### config.mk
export PLATFORM = sky130hd
export DESIGN_NAME = mod_pow2_scale
export DESIGN_NICKNAME = d
export VERILOG_FILES = /design/src/rtl/mod_pow2_scale.sv
export SDC_FILE = /design/constraint.sdc
export NUM_CORES = 1
export LEC_CHECK = 0
export CAP_MARGIN = 30
export CORE_MARGIN = 1
export CORE_UTILIZATION = 55
export DETAILED_ROUTE_END_ITERATION = 8
export DONT_BUFFER_PORTS = 1
export MAX_ROUTING_LAYER = met4
export PLACE_DENSITY = 0.77
export SYNTH_ARGS = -nofsm -noshare
export SYNTH_HDL_FRONTEND = slang
export SYNTH_SLANG_ARGS = --single-unit
### constraint.sdc
create_clock -name clk -period 4.1 [get_ports clk]
set_input_delay 0.41 -clock clk [delete_from_list [all_inputs] [get_ports clk]]
set_output_delay 0.41 -clock clk [all_outputs]
set_load 0.01 [all_outputs]
### src/rtl/mod_pow2_scale.sv
// mod_pow2_scale: computes in_data * 2^in_shift mod q by one modular doubling per clock,
// with valid/ready handshakes on both sides.
module mod_pow2_scale #(
    parameter int LOGQ = 54,
    parameter int LOGS = 6
) (
    input  logic            clk,
    input  logic            rst,
    input  logic            in_valid,
    output logic            in_ready,
    input  logic [LOGQ-1:0] in_data,
    input  logic [LOGS-1:0] in_shift,
    input  logic [LOGQ-1:0] q,
    output logic            out_valid,
    input  logic            out_ready,
    output logic [LOGQ-1:0] out_data
);
    typedef enum logic [1:0] {IDLE, DOUBLE, DONE} state_t;
    state_t            r_state, w_next;
    logic [LOGQ-1:0]   r_acc, r_q;
    logic [LOGS-1:0]   r_cnt;
    logic [LOGQ:0]     w_t, w_dbl;
    logic              w_accept;
    assign w_t      = {r_acc, 1'b0};
    assign w_dbl    = (w_t >= {1'b0, r_q}) ? w_t - {1'b0, r_q} : w_t;
    // Held low during reset so nothing is accepted while the block is being cleared.
    assign in_ready  = !rst && (r_state == IDLE || (r_state == DONE && out_ready));
    assign w_accept  = in_valid && in_ready;
    assign out_valid = r_state == DONE;
    assign out_data  = out_valid ? r_acc : '0;
    always_comb begin
        w_next = w_accept ? ((in_shift != '0) ? DOUBLE : DONE) :
                 (r_state == DOUBLE && r_cnt == LOGS'(1)) ? DONE :
                 (r_state == DONE && out_ready) ? IDLE : r_state;
    end
    always_ff @(posedge clk or posedge rst) begin
        if (rst) begin
            r_state <= IDLE;
            r_acc   <= '0;
            r_cnt   <= '0;
            r_q     <= '0;
        end else begin
            r_state <= w_next;
            if (w_accept) begin
                r_acc <= in_data;
                r_cnt <= in_shift;
                r_q   <= q;
            end else if (r_state == DOUBLE) begin
                r_acc <= w_dbl[LOGQ-1:0];
                r_cnt <= r_cnt - LOGS'(1);
            end
        end
    end
endmodule
-- Word level (Yosys, flattened, before mapping)
Cells that the tools add are included.
- logic and storage cells: 30
- bits of input ports: 118
- memory bits (read-only): 0
- memory bits (writable): 0
- output and inout port bits: 56
- bits in latches: 0
- memories kept: 0
- register bits after elaboration: 116
- divide/modulo/power cells: 0
- reductions and logical operators: 10
- multipliers: 0
- equality and inequality tests: 3
- bitwise gates (word level): 0
- add/sub/neg operators: 2
- shifts and indexed selects: 0
- magnitude comparators: 1
- multiplexer cells: 10
- operators with widths (cell ; count):
    54-bit 2-to-1 mux ; 4
    55-bit by 54-bit greater-or-equal comparator with 1-bit output ; 1
    54-bit subtractor ; 1
    6-bit 2-to-1 mux ; 2
    2-bit 2-to-1 mux ; 4
    6-bit by 1-bit == test with 1-bit output (second input constant) ; 1
    6-bit nonzero test ; 1
    6-bit by 1-bit subtractor with 6-bit output (second input constant) ; 1
    1-bit logical AND ; 4
    3-bit nonzero test ; 1
    2-bit by 1-bit == test with 1-bit output (second input constant) ; 1
    2-bit == test (second input constant) ; 1
    2-bit logical NOT ; 1
    2-bit nonzero test ; 1
    1-bit logical NOT ; 1
    1-bit logical OR ; 1

-- Logic depth before layout (Yosys ltp)
- depth after elaboration: 6
- gate-level depth with buffers: 15
- depth with buffers taken out: 12

-- Worst setup path before layout
Ideal clock, no wire load.
- kind: register to register
- from: register r_acc[36]
- to: register r_acc[45]
- period minus slack after synthesis: 2.953 ns
- buffers on the path: 2
- data required time: 3.959 ns
- setup slack: 1.147 ns
- cell stages (with the launch flop): 12
- setup time: 0.141 ns
- arrival: 2.812 ns
- cell sequence: dfrtp_1 > ha_1 > clkbuf_1 > nand2_1 > or4_1 > nor3b_1 > a21oi_1 > a211o_1 > and2_1 > buf_6 > a2111oi_1 > a211oi_2
- longest elaborated chain between the ends: 4
- elaborated cells on any way between the ends: 5
- those cells by class: add/sub: 1; order compare: 1; mux: 3
- RTL lines (item ; RTL line ; text):
    start: declaration ; 20 ; logic [LOGQ-1:0] r_acc, r_q;
    start signal: assignment ; 45 ; r_acc <= in_data;
    start signal: assignment ; 49 ; r_acc <= w_dbl[LOGQ-1:0];
    54-bit subtractor / 55-bit by 54-bit greater-or-equal comparator with 1-bit output (equally long branches) ; 25 ; assign w_dbl = (w_t >= {1'b0, r_q}) ? w_t - {1'b0, r_q} : w_t;
    54-bit 2-to-1 mux * ; 25 ;
    54-bit 2-to-1 mux * ; 48 ; end else if (r_state == DOUBLE) begin
    54-bit 2-to-1 mux * ; 44 ; if (w_accept) begin
Mark *: on every way between the ends. The rest lies on a longest branch, timed or not. The select of a mux whose other input is x is not followed.
A chain may end at the register's enable or synchronous reset.

-- Worst setup path in the final report
- from: register r_acc[2]
- to: register r_acc[45]
Same word-level chain as after synthesis.

==> out/qor.csv <==
metric;value;unit
layout cell share with drive strength beyond 1;4.64;%
Cell Area, Synth;9170;µm²
Post-synth EDFFs;0;
synthesized instance count;1206;
period utilization;92.4;%
synthesized flop and latch total;116;
Setup TNS Final;0;ns
R2R depth;12;
fin. max-slew vios;0;
initial drt markers;907;
HPWL after DPL;19900;µm
area fraction of the dominant cell type after synthesis;31.7;%
Core Area;16100;µm²
pin count of the biggest net entering global routing;81;
GPL Wtd Cong;1.00;
n_diodes;0;
Slew Limit Headroom;37.6;%
Starting Density;57.1;%
HP Class;input pin to register;
commonest non-fill, non-tap cells in the layout;222 x nand2_1, 116 x dfrtp_1, 102 x o21ai_0;
Multi-input gate area;5660;µm²
Die W;131;µm
sequential-to-total area share from yosys stat;31.7;%
ys async rst share;100;%
non-filler cells, final;1380;
wire per inst;19.8;µm
Final ANT Viol Nets;0;
Fill cells;1447;
PostCTS Resize Cnt;0;
CTS tree;yes;
Cell variety after synth;64;
WP data arrival;4.06;ns
CTS clk-pin slew, worst paths;0.05;ns
vias in the first global route;8094;
# Max-Cap Violations;0;
worst hold slack;0.0933;ns
status;complete, no violations;
crit end category;register;
Slew @ Worst Pin;0.933;ns
placed cell count;1348;
total number of vias;8771;
register area;2900;µm²
syn_nets;1381;
Area contributors post-synth;dfrtp_1 32%, nand2_1 9.1%, ha_1 7.6%, o21ai_0 5.6%, a21oi_1 4.4%;
Initial DRT Pass Iterations;5;
Skew-Pair Late Insertion Delay;0.43;ns
number of remaining DRC errors;0;
worst-path fanout max;16;
gr usage total;32.9;%
crit start category;register;
Highest Clock Rate;0.264;GHz
commonest non-fill, non-tap cell in the layout;nand2_1;
RSZ-0062 raised after global routing;false;
Final Hold Fails;0;
FP Rows;46;
Top FF cell, synth;dfrtp_1;
# IOs;174;
Final min period;3.79;ns
first-pass GRT wire length;43600;µm
TritonCTS buffer count;17;
Clock Path Buffers;2;
chip height;131;µm
fin nets;1327;
Die ar.;17200;µm²
required time of the critical path;4.37;ns
Crit Path Category;register to register;
clk_skew;0.0112;ns
synthesis-to-layout area growth;7.20;%
# port buffers;0;
hold path depth;2;
endpoints failing setup;0;
H-tree depth;4;
grt ovf;0;
Root Driver;clkbuf_16;
Post-Syn Area per Cell;7.60;µm²
CTS sink count;116;
Detailed Route WL;27300;µm
vias per inst;6.36;
Synth area leader;dfrtp_1;
initial antenna violation count;0;
Ys Warns;0;
==> cells in the mapped netlist, types with 4 or more instances <==
library cell,n
inv_1,73
nand2_1,223
o21ai_0,102
mux2i_1,9
nand3_1,20
nor3_1,9
o21bai_1,9
a21oi_1,80
and2_1,59
ha_1,56
or3_1,4
a21o_1,31
a22o_1,4
dfrtp_1,116
o221ai_1,8
xor2_1,19
buf_1,4
o21ai_1,4
a22oi_1,13
and3_1,28
o31ai_1,5
nand2b_1,11
nor4_1,6
a31oi_1,46
nor2_1,59
o21a_1,7
buf_2,13
nand4_1,20
o211ai_1,6
clkbuf_1,66
a211oi_1,15
xnor2_1,33
==> worst paths after layout <==
check	endpoint	start	slack, ns
setup reg to reg	r_acc[45]	r_acc[2]	0.31
setup / recovery	r_acc[45]	r_acc[2]	0.31
hold / removal	r_acc[43]	in_data[43]	0.09
max in group asynchronous	r_q[29]	rst	2.74
min in group asynchronous	r_state[1]	rst	0.57
hold reg to reg	r_cnt[5]	r_cnt[5]	0.53
==> stage by stage <==
step / util, % / setup slack, ns / area, µm²
after floorplan: - / 0.618 / 9170
after global routing: 61.2 / 0.223 / 9830
after global placement: 57.4 / 0.685 / 9220
after detailed placement: 57.5 / 0.518 / 9240
after CTS: 61.2 / 0.367 / 9830
final: 61.2 / 0.312 / 9830
==> layout make-up <==
class / count / share of cell area (%)
Clock inverter: 10 / 1.35
Tap cell: 216 / 2.75
Clock buffer: 21 / 4.58
Multi-Input combinational cell: 931 / 57.6
Timing Repair Buffer: 13 / 1.40
Inverter: 73 / 2.81
Sequential cell: 116 / 29.5
==> critical path, cell delays in order (launching register included) <==
cell and delay (ns):
dfrtp_1 0.40, ha_1 0.38, nand2_1 0.11, a211oi_1 0.39
a2111o_1 0.22, a21oi_1 0.15, o21ai_1 0.27, a21oi_1 0.13
a211o_1 0.49, and2_1 0.25, buf_4 0.20, a2111oi_1 0.56
a211oi_2 0.08
==> routing by layer <==
| metal | track usage [%] | wire [µm] | vias to the layer above |
|---|---|---|---|
| li1 | - | - | 4118 |
| met1 | 45.6 | 12400 | 4151 |
| met2 | 48.8 | 12200 | 443 |
| met3 | 4.82 | 1960 | 59 |
| met4 | 12.3 | 727 | 0 |
| met5 | - | 0 | - |
==> registers in the layout, summed over array words and instances (netlist names) <==
name	flops
r_acc	54
r_cnt	6
r_state	2
r_q	54
==> logic make-up after synthesis <==
logic type	synth area share (%)
fa+ha+maj	7.86
mux	0.982
flops	31.7
compound gates	24.6
xor+xnor	4.97
simple gates	23.0
buf+inv	6.93
==> timing repair <==
item	4_1_cts	5_1_grt
setup buffers	0	0
hold endpoints to repair	18	0
hold buffers	1	0
setup endpoints to repair	0	0
Power is left out: the tool's default activity adds up to more than one toggle a clock period on the data nets, which glitch-free logic cannot reach.
